File: src/rtl/rr_mux_arb.sv
`default_nettype none
// +-----------------------------------------------------------------------+
// | rr_mux_arb : registered N:1 valid/ready mux, fixed-select or RR grant |
// | Revision   : 1.0                                                      |
// +-----------------------------------------------------------------------+
module rr_mux_arb #(
  parameter int WIDTH = 8,
  parameter int NCH   = 4,
  parameter int SELW  = 2
) (
  input  logic                 clk,
  input  logic                 rst_n,
  input  logic [NCH*WIDTH-1:0] in_data,
  input  logic [NCH-1:0]       in_valid,
  output logic [NCH-1:0]       in_ready,
  input  logic                 mode,
  input  logic [SELW-1:0]      sel,
  output logic [WIDTH-1:0]     out_data,
  output logic [SELW-1:0]      out_ch,
  output logic                 out_valid,
  input  logic                 out_ready
);

  localparam logic [SELW-1:0] LAST_RST = SELW'(NCH - 1);

  logic [WIDTH-1:0] out_data_q, out_data_d;
  logic [SELW-1:0]  out_ch_q, out_ch_d;
  logic             out_valid_q, out_valid_d;
  logic [SELW-1:0]  last_q, last_d;

  logic             load_en;
  logic             grant_vld;
  logic [SELW-1:0]  grant_idx;
  logic [WIDTH-1:0] grant_data;
  int               rr_tgt;

  assign load_en = !out_valid_q || out_ready;

  always_comb begin
    grant_vld = 1'b0;
    grant_idx = '0;
    rr_tgt    = 0;
    if (!mode) begin
      for (int i = 0; i < NCH; i++) begin
        if (sel == SELW'(i) && in_valid[i]) begin
          grant_vld = 1'b1;
          grant_idx = SELW'(i);
        end
      end
    end else begin
      // Scan farthest-first so the nearest valid channel after last wins.
      for (int k = NCH; k >= 1; k--) begin
        rr_tgt = (int'(last_q) + k) % NCH;
        for (int i = 0; i < NCH; i++) begin
          if (i == rr_tgt && in_valid[i]) begin
            grant_vld = 1'b1;
            grant_idx = SELW'(i);
          end
        end
      end
    end
    if (!rst_n) begin
      grant_vld = 1'b0;
    end
  end

  always_comb begin
    grant_data = '0;
    for (int i = 0; i < NCH; i++) begin
      if (grant_idx == SELW'(i)) begin
        grant_data = in_data[i*WIDTH +: WIDTH];
      end
    end
  end

  for (genvar i = 0; i < NCH; i++) begin : g_ready
    assign in_ready[i] = load_en && grant_vld && (grant_idx == SELW'(i));
  end

  always_comb begin
    out_data_d  = out_data_q;
    out_ch_d    = out_ch_q;
    out_valid_d = out_valid_q;
    last_d      = last_q;
    if (load_en && grant_vld) begin
      out_data_d  = grant_data;
      out_ch_d    = grant_idx;
      out_valid_d = 1'b1;
      last_d      = grant_idx;
    end else if (out_ready) begin
      out_valid_d = 1'b0;
    end
  end

  always_ff @(posedge clk or negedge rst_n) begin
    if (!rst_n) begin
      out_data_q  <= '0;
      out_ch_q    <= '0;
      out_valid_q <= 1'b0;
      last_q      <= LAST_RST;
    end else begin
      out_data_q  <= out_data_d;
      out_ch_q    <= out_ch_d;
      out_valid_q <= out_valid_d;
      last_q      <= last_d;
    end
  end

  assign out_data  = out_data_q;
  assign out_ch    = out_ch_q;
  assign out_valid = out_valid_q;

endmodule
`default_nettype wire

File: config.mk
export PLATFORM = sky130hd
export DESIGN_NAME = rr_mux_arb
export DESIGN_NICKNAME = d
export VERILOG_FILES = /design/src/rtl/rr_mux_arb.sv
export SDC_FILE = /design/constraint.sdc
export NUM_CORES = 1
export LEC_CHECK = 0
export ABC_AREA = 1
export CAP_MARGIN = 20
export CORE_AREA = 2 2 50 70
export CTS_BUF_LIST = sky130_fd_sc_hd__clkbuf_8 sky130_fd_sc_hd__clkbuf_16
export DETAILED_ROUTE_END_ITERATION = 8
export DIE_AREA = 0 0 52 72
export GPL_ROUTABILITY_DRIVEN = 0
export PLACE_DENSITY = 0.86
export SYNTH_ARGS = -nofsm -noshare
export SYNTH_HDL_FRONTEND = slang
export SYNTH_SLANG_ARGS = --single-unit
File: constraint.sdc
create_clock -name clk -period 2.5 [get_ports clk]
set_input_delay 0.5 -clock clk [delete_from_list [all_inputs] [get_ports clk]]
set_output_delay 0.5 -clock clk [all_outputs]
set_load 0.02 [all_outputs]
---- Word level (Yosys, flattened, before mapping) ----
Cells that the tools add are included.
operators by class
  add/sub/neg operators ................... 4
  equality and inequality tests ........... 18
  muxes and demuxes ....................... 47
  bitwise logic cells ..................... 4
  reductions and logical operators ........ 38
operator list
  operator               number
  $logic_not A32 Y1      4
  $mux W2                17
  $mux W8                4
  $mux W1                26
  $logic_and A1 B1 Y1    25
  $eq A3 B3 Y1 const A   8
  $eq A2 B3 Y1 const A   4
  $eq A2 B2 Y1 const B   4
  $reduce_or A2 Y1       4
  $add A2 B1 Y2 const B  2
  $add A2 B2 Y2 const B  2
  $and A1 B1 Y1 const A  4
  $eq A2 B1 Y1 const B   2
  $logic_not A2 Y1       2
  $reduce_bool A2 Y1     1
  $logic_not A1 Y1       1
  $logic_or A1 B1 Y1     1
storage, ports and cells
  register bits after elaboration ......... 13
  output and inout bits ................... 15
  word-level logic and storage cells ...... 115

---- Longest topological paths before layout ----
  word-level depth ........................ 26
  gate-level depth with buffers ........... 23
  depth with buffers taken out ............ 22

---- Least setup slack after synthesis ----
No wires, ideal clock.
  path type ............................... register to output
  start ................................... register last_q[1]
  end ..................................... output in_ready[0]
  arrival ................................. 2.114 ns
  required time ........................... 2.000 ns
  path slack .............................. -0.114 ns
  stages on the path, launching flop included .. 13
  path buffers ............................ 2
  cell sequence ........................... dfstp_2 > buf_6 > nand2_1 > inv_2 > nand2_1 > nand2_1 > nor3_1 > nand3_1 > o211ai_1 > nor2_4 > buf_2 > inv_1 > nor3_1
between the ends
  longest elaborated chain between the ends .. 25
  elaborated cells between the ends (all ways) .. 81
  classes of those cells .................. add/sub (4); eq/ne (12); mux (34); bitwise (4); reduce/logical (27)
ends and longest elaborated chain
  element                            line  RTL
  from (decl)                        29    logic [SELW-1:0] last_q, last_d;
  from (signal assigned)             105   last_q <= last_d;
  $add A2 B1 Y2                      53    rr_tgt = (int'(last_q) + k) % NCH;
  $reduce_or A2 Y1 (no source line)  n/a
  $and A1 B1 Y1 (no source line)     n/a
  $logic_not A32 Y1                  55    if (i == rr_tgt && in_valid[i]) begin
  $logic_and A1 B1 Y1                55
  $mux W1 (16 in series)             55
  $mux W1                            43    if (!mode) begin
  $mux W1                            62    if (!rst_n) begin
  $logic_and A1 B1 Y1                77    assign in_ready[i] = load_en && grant_vld && (grant_idx == SELW'(i));
  $logic_and A1 B1 Y1 *              77
  to (decl)                          15    output logic [NCH-1:0] in_ready,
Mark *: on every way between the ends. The rest lies on a longest branch, timed or not.

---- Worst setup path after layout ----
Same ends and word-level chain as after synthesis.

==> results by group <==
Final layout
  – Antenna diode count: 0
  – Layout overhead on the synthesized area: 75.0%
  – Post-layout net count: roughly 320
  – Fillers: approximately 260
  – Share of cells above drive strength 1: 0.304

Synthesis
  – Syn Std Cell Area: 1230 sq um
  – Most used DFF post-synth: dfrtp_1
  – Syn_nets: between 200 and 250
  – Netlist cell types: 27
  – Synth area leader: dfrtp_1
  – Synthesized area per cell: between 6 and 7 sq um
  – FF+latch count, synth: 13
  – Top cells by area, synth: dfrtp_1 22%, nand2_1 15%, nand3_1 10%
  – Synth cell count leaders: 50 x nand2_1, 27 x inv_1, 25 x nand3_1
  – Synth warn: 0
  – Yosys top cell area share: 0.223
  – Register area share after synthesis: 0.265
  – Cell with the most instances after synthesis: nand2_1
  – Cells after Synth: 188
  – Number of flops mapped to enable cells by yosys: 0
  – Post-synth ARST share: 1.00

STA
  – Setup slack after layout: -0.200 ns
  – Hold Vio Cnt, Final: 0
  – Final period utilization: 1.08
  – Tmin final: between 2 and 3 ns
  – Rel. slew slack: 0.794
  – Max Clock Freq: roughly 370 MHz
  – Pins Over Slew Limit: 0
  – Hold WS: just under 0.5 ns
  – Maximum clock skew at final layout: between 0.003 and 0.004 ns
  – Total Neg Setup Slack: -0.637 ns
  – Unrepaired setup endpoints after global routing: true
  – Final setup vio count: 4
  – Pin slew with the least headroom to its limit: around 0.31 ns

Worst setup path
  – Max FO, Critical Path: 7
  – WS Path Type: flip-flop to output port
  – Reg2Reg Setup Slack: 0.04 ns
  – CP Launch Type: flip-flop
  – CP arrival: between 2 and 2.5 ns
  – Crit path capture type: output port
  – Worst reg2reg path startpoint: last_q[1]
  – Reg2Reg Depth: 23
  – CP required: roughly 2.0 ns
  – R2r endpoint: out_data[2]

GRT
  – Initial antenna violation count: 0
  – GRT Util Overall: 0.222
  – Grt total ovfl: 0
  – First-pass GRT wire length: roughly 6.3 mm
  – Vias in the first global route: 1,524
  – Largest net degree at the start of global routing: 17

Power
  – Pwr Total: about 0.0021 W
  – Leak pwr: about 1.1 nW
  – PwrDens: 960 nW/um^2
  – Worst ir drop on vdd: ~540 uV

CTS
  – Clock Path Buffers: 2
  – Cts hold-fix bufs: 0
  – Reg clk slew, reported paths: around 0.060 ns
  – H-tree depth: 1
  – Root Driver: clkbuf_8
  – Inserted Clock Buffers: 3
  – Worst-Skew Late Latency: between 0.2 and 0.3 ns
  – CTS tree: built
  – Clk sinks: 13

Place
  – Worst slack, placed: -0.734 ns
  – Number of port buffers: between 50 and 60
  – DP Wirelength: 3.02 mm

Drt
  – Routed Antenna Nets: 0
  – First-pass DRT Iterations: 4
  – Via count: between 1,500 and 2,000
  – Iter 0 DRT Violations: 49
  – # DRC: 0
  – Via density: about 5
  – Wire per inst: around 13 um
  – Routed Wire Length: approximately 4.3 mm

Die
  – Die Area: around 3700 sq um
  – Core area: around 3100 sq um
  – Initial Utilization: 0.399
  – I/O Pins: 57
  – Die Wd: ~52 um
  – Die Y: between 70 and 80 um
  – Row cnt: 24

Min path
  – Min-delay worst type: flip-flop to flip-flop
  – Hold depth: 2
  – Worst Hold End: out_data[2]
  – Worst hold start: out_data[2]

Job
  – Maxcap violations: 0

Outcome
  – Status: finished, violations left
  – Failing checks: negative setup slack
sequential cells by signal, indices dropped and copies added, names as in the netlist:
signal	cells
out_data	8
out_ch	2
out_valid	1
last_q	2
layout by cell type (no fill, tap or decap), types with 4 or more instances in the layout:
cell type / instances
clkdlybuf4s50_1: 48
nand3_1: 24
or2_2: 6
nand3_2: 4
o21ai_2: 4
a21boi_2: 4
nand2_2: 4
nor2_4: 4
nand4_1: 10
inv_1: 27
nand2_1: 47
dlygate4sd2_1: 4
nor2_1: 11
o21ai_1: 4
buf_4: 39
dfrtp_1: 11
repair_timing:
action,CTS,global route
resized for setup,30,11
pin swaps,3,6
hold endpoints to repair,0,0
buffers inserted,4,4
endpoints found under the setup margin,4,9
critical path: stages, from the launching register on:
cell	delay, ns
dfstp_2	0.61
inv_4	0.06
nand3_2	0.06
nand2_1	0.05
nand2_1	0.05
nand2_1	0.04
nand2_1	0.05
nand2_1	0.04
nand2_1	0.05
nand2_1	0.05
nand2_1	0.05
nand2_1	0.05
nand2_1	0.06
nand2_1	0.08
nand2_2	0.10
nand2_4	0.06
nand2_4	0.07
inv_4	0.05
buf_6	0.12
nor3_2	0.09
buf_4	0.16
layout make-up:
class | instances | area (sq um) | share of cell area
clock buffer | 3 | 41.3 | 0.0191
clock inverter | 1 | 3.75 | 0.00174
multi-input combinational | 138 | 776 | 0.359
timing repair buffer | 94 | 842 | 0.390
inverter | 31 | 121 | 0.0562
sequential | 13 | 328 | 0.152
tap | 39 | 48.8 | 0.0226
power breakdown:
part	switching, W	internal [W]	leakage (nW)
combinational	0.000757	0.000713	0.954
clock	0.0000870	0.000109	0.0269
sequential	0.0000854	0.000323	0.151
worst max path at each step:
stage,cells after the start,start,to,slack [ns]
floorplan,12,last_q[1],in_ready[0],0.04
global placement,20,in_valid[1],in_ready[1],-0.66
detailed placement,20,in_valid[1],in_ready[1],-0.73
CTS,20,last_q[1],in_ready[0],-0.12
global route,20,last_q[1],in_ready[0],-0.36
finish,20,last_q[1],in_ready[0],-0.20
routing by layer:
| metal | global-route usage | up-vias | share of wire |
|---|---|---|---|
| met5 | 0 | - | 0 |
| met4 | 0.0731 | 0 | 0.019 |
| met3 | 0.0473 | 8 | 0.076 |
| met2 | 0.398 | 76 | 0.53 |
| met1 | 0.254 | 751 | 0.38 |
| li1 | - | 785 | - |
through the flow:
stage,std cells,util,area [sq um]
floorplan,188,-,1240
global placement,308,0.655,2030
detailed placement,308,0.655,2030
CTS,316,0.680,2100
global route,319,0.699,2160
finish,319,0.699,2160
cell families after synthesis:
group                  synth area share
AO/OA/AOI/OAI                     0.115
AND/OR/NAND/NOR                   0.478
flip-flops                        0.265
buffers and inverters             0.141
Note: power is estimated with default switching activity, not from simulation.
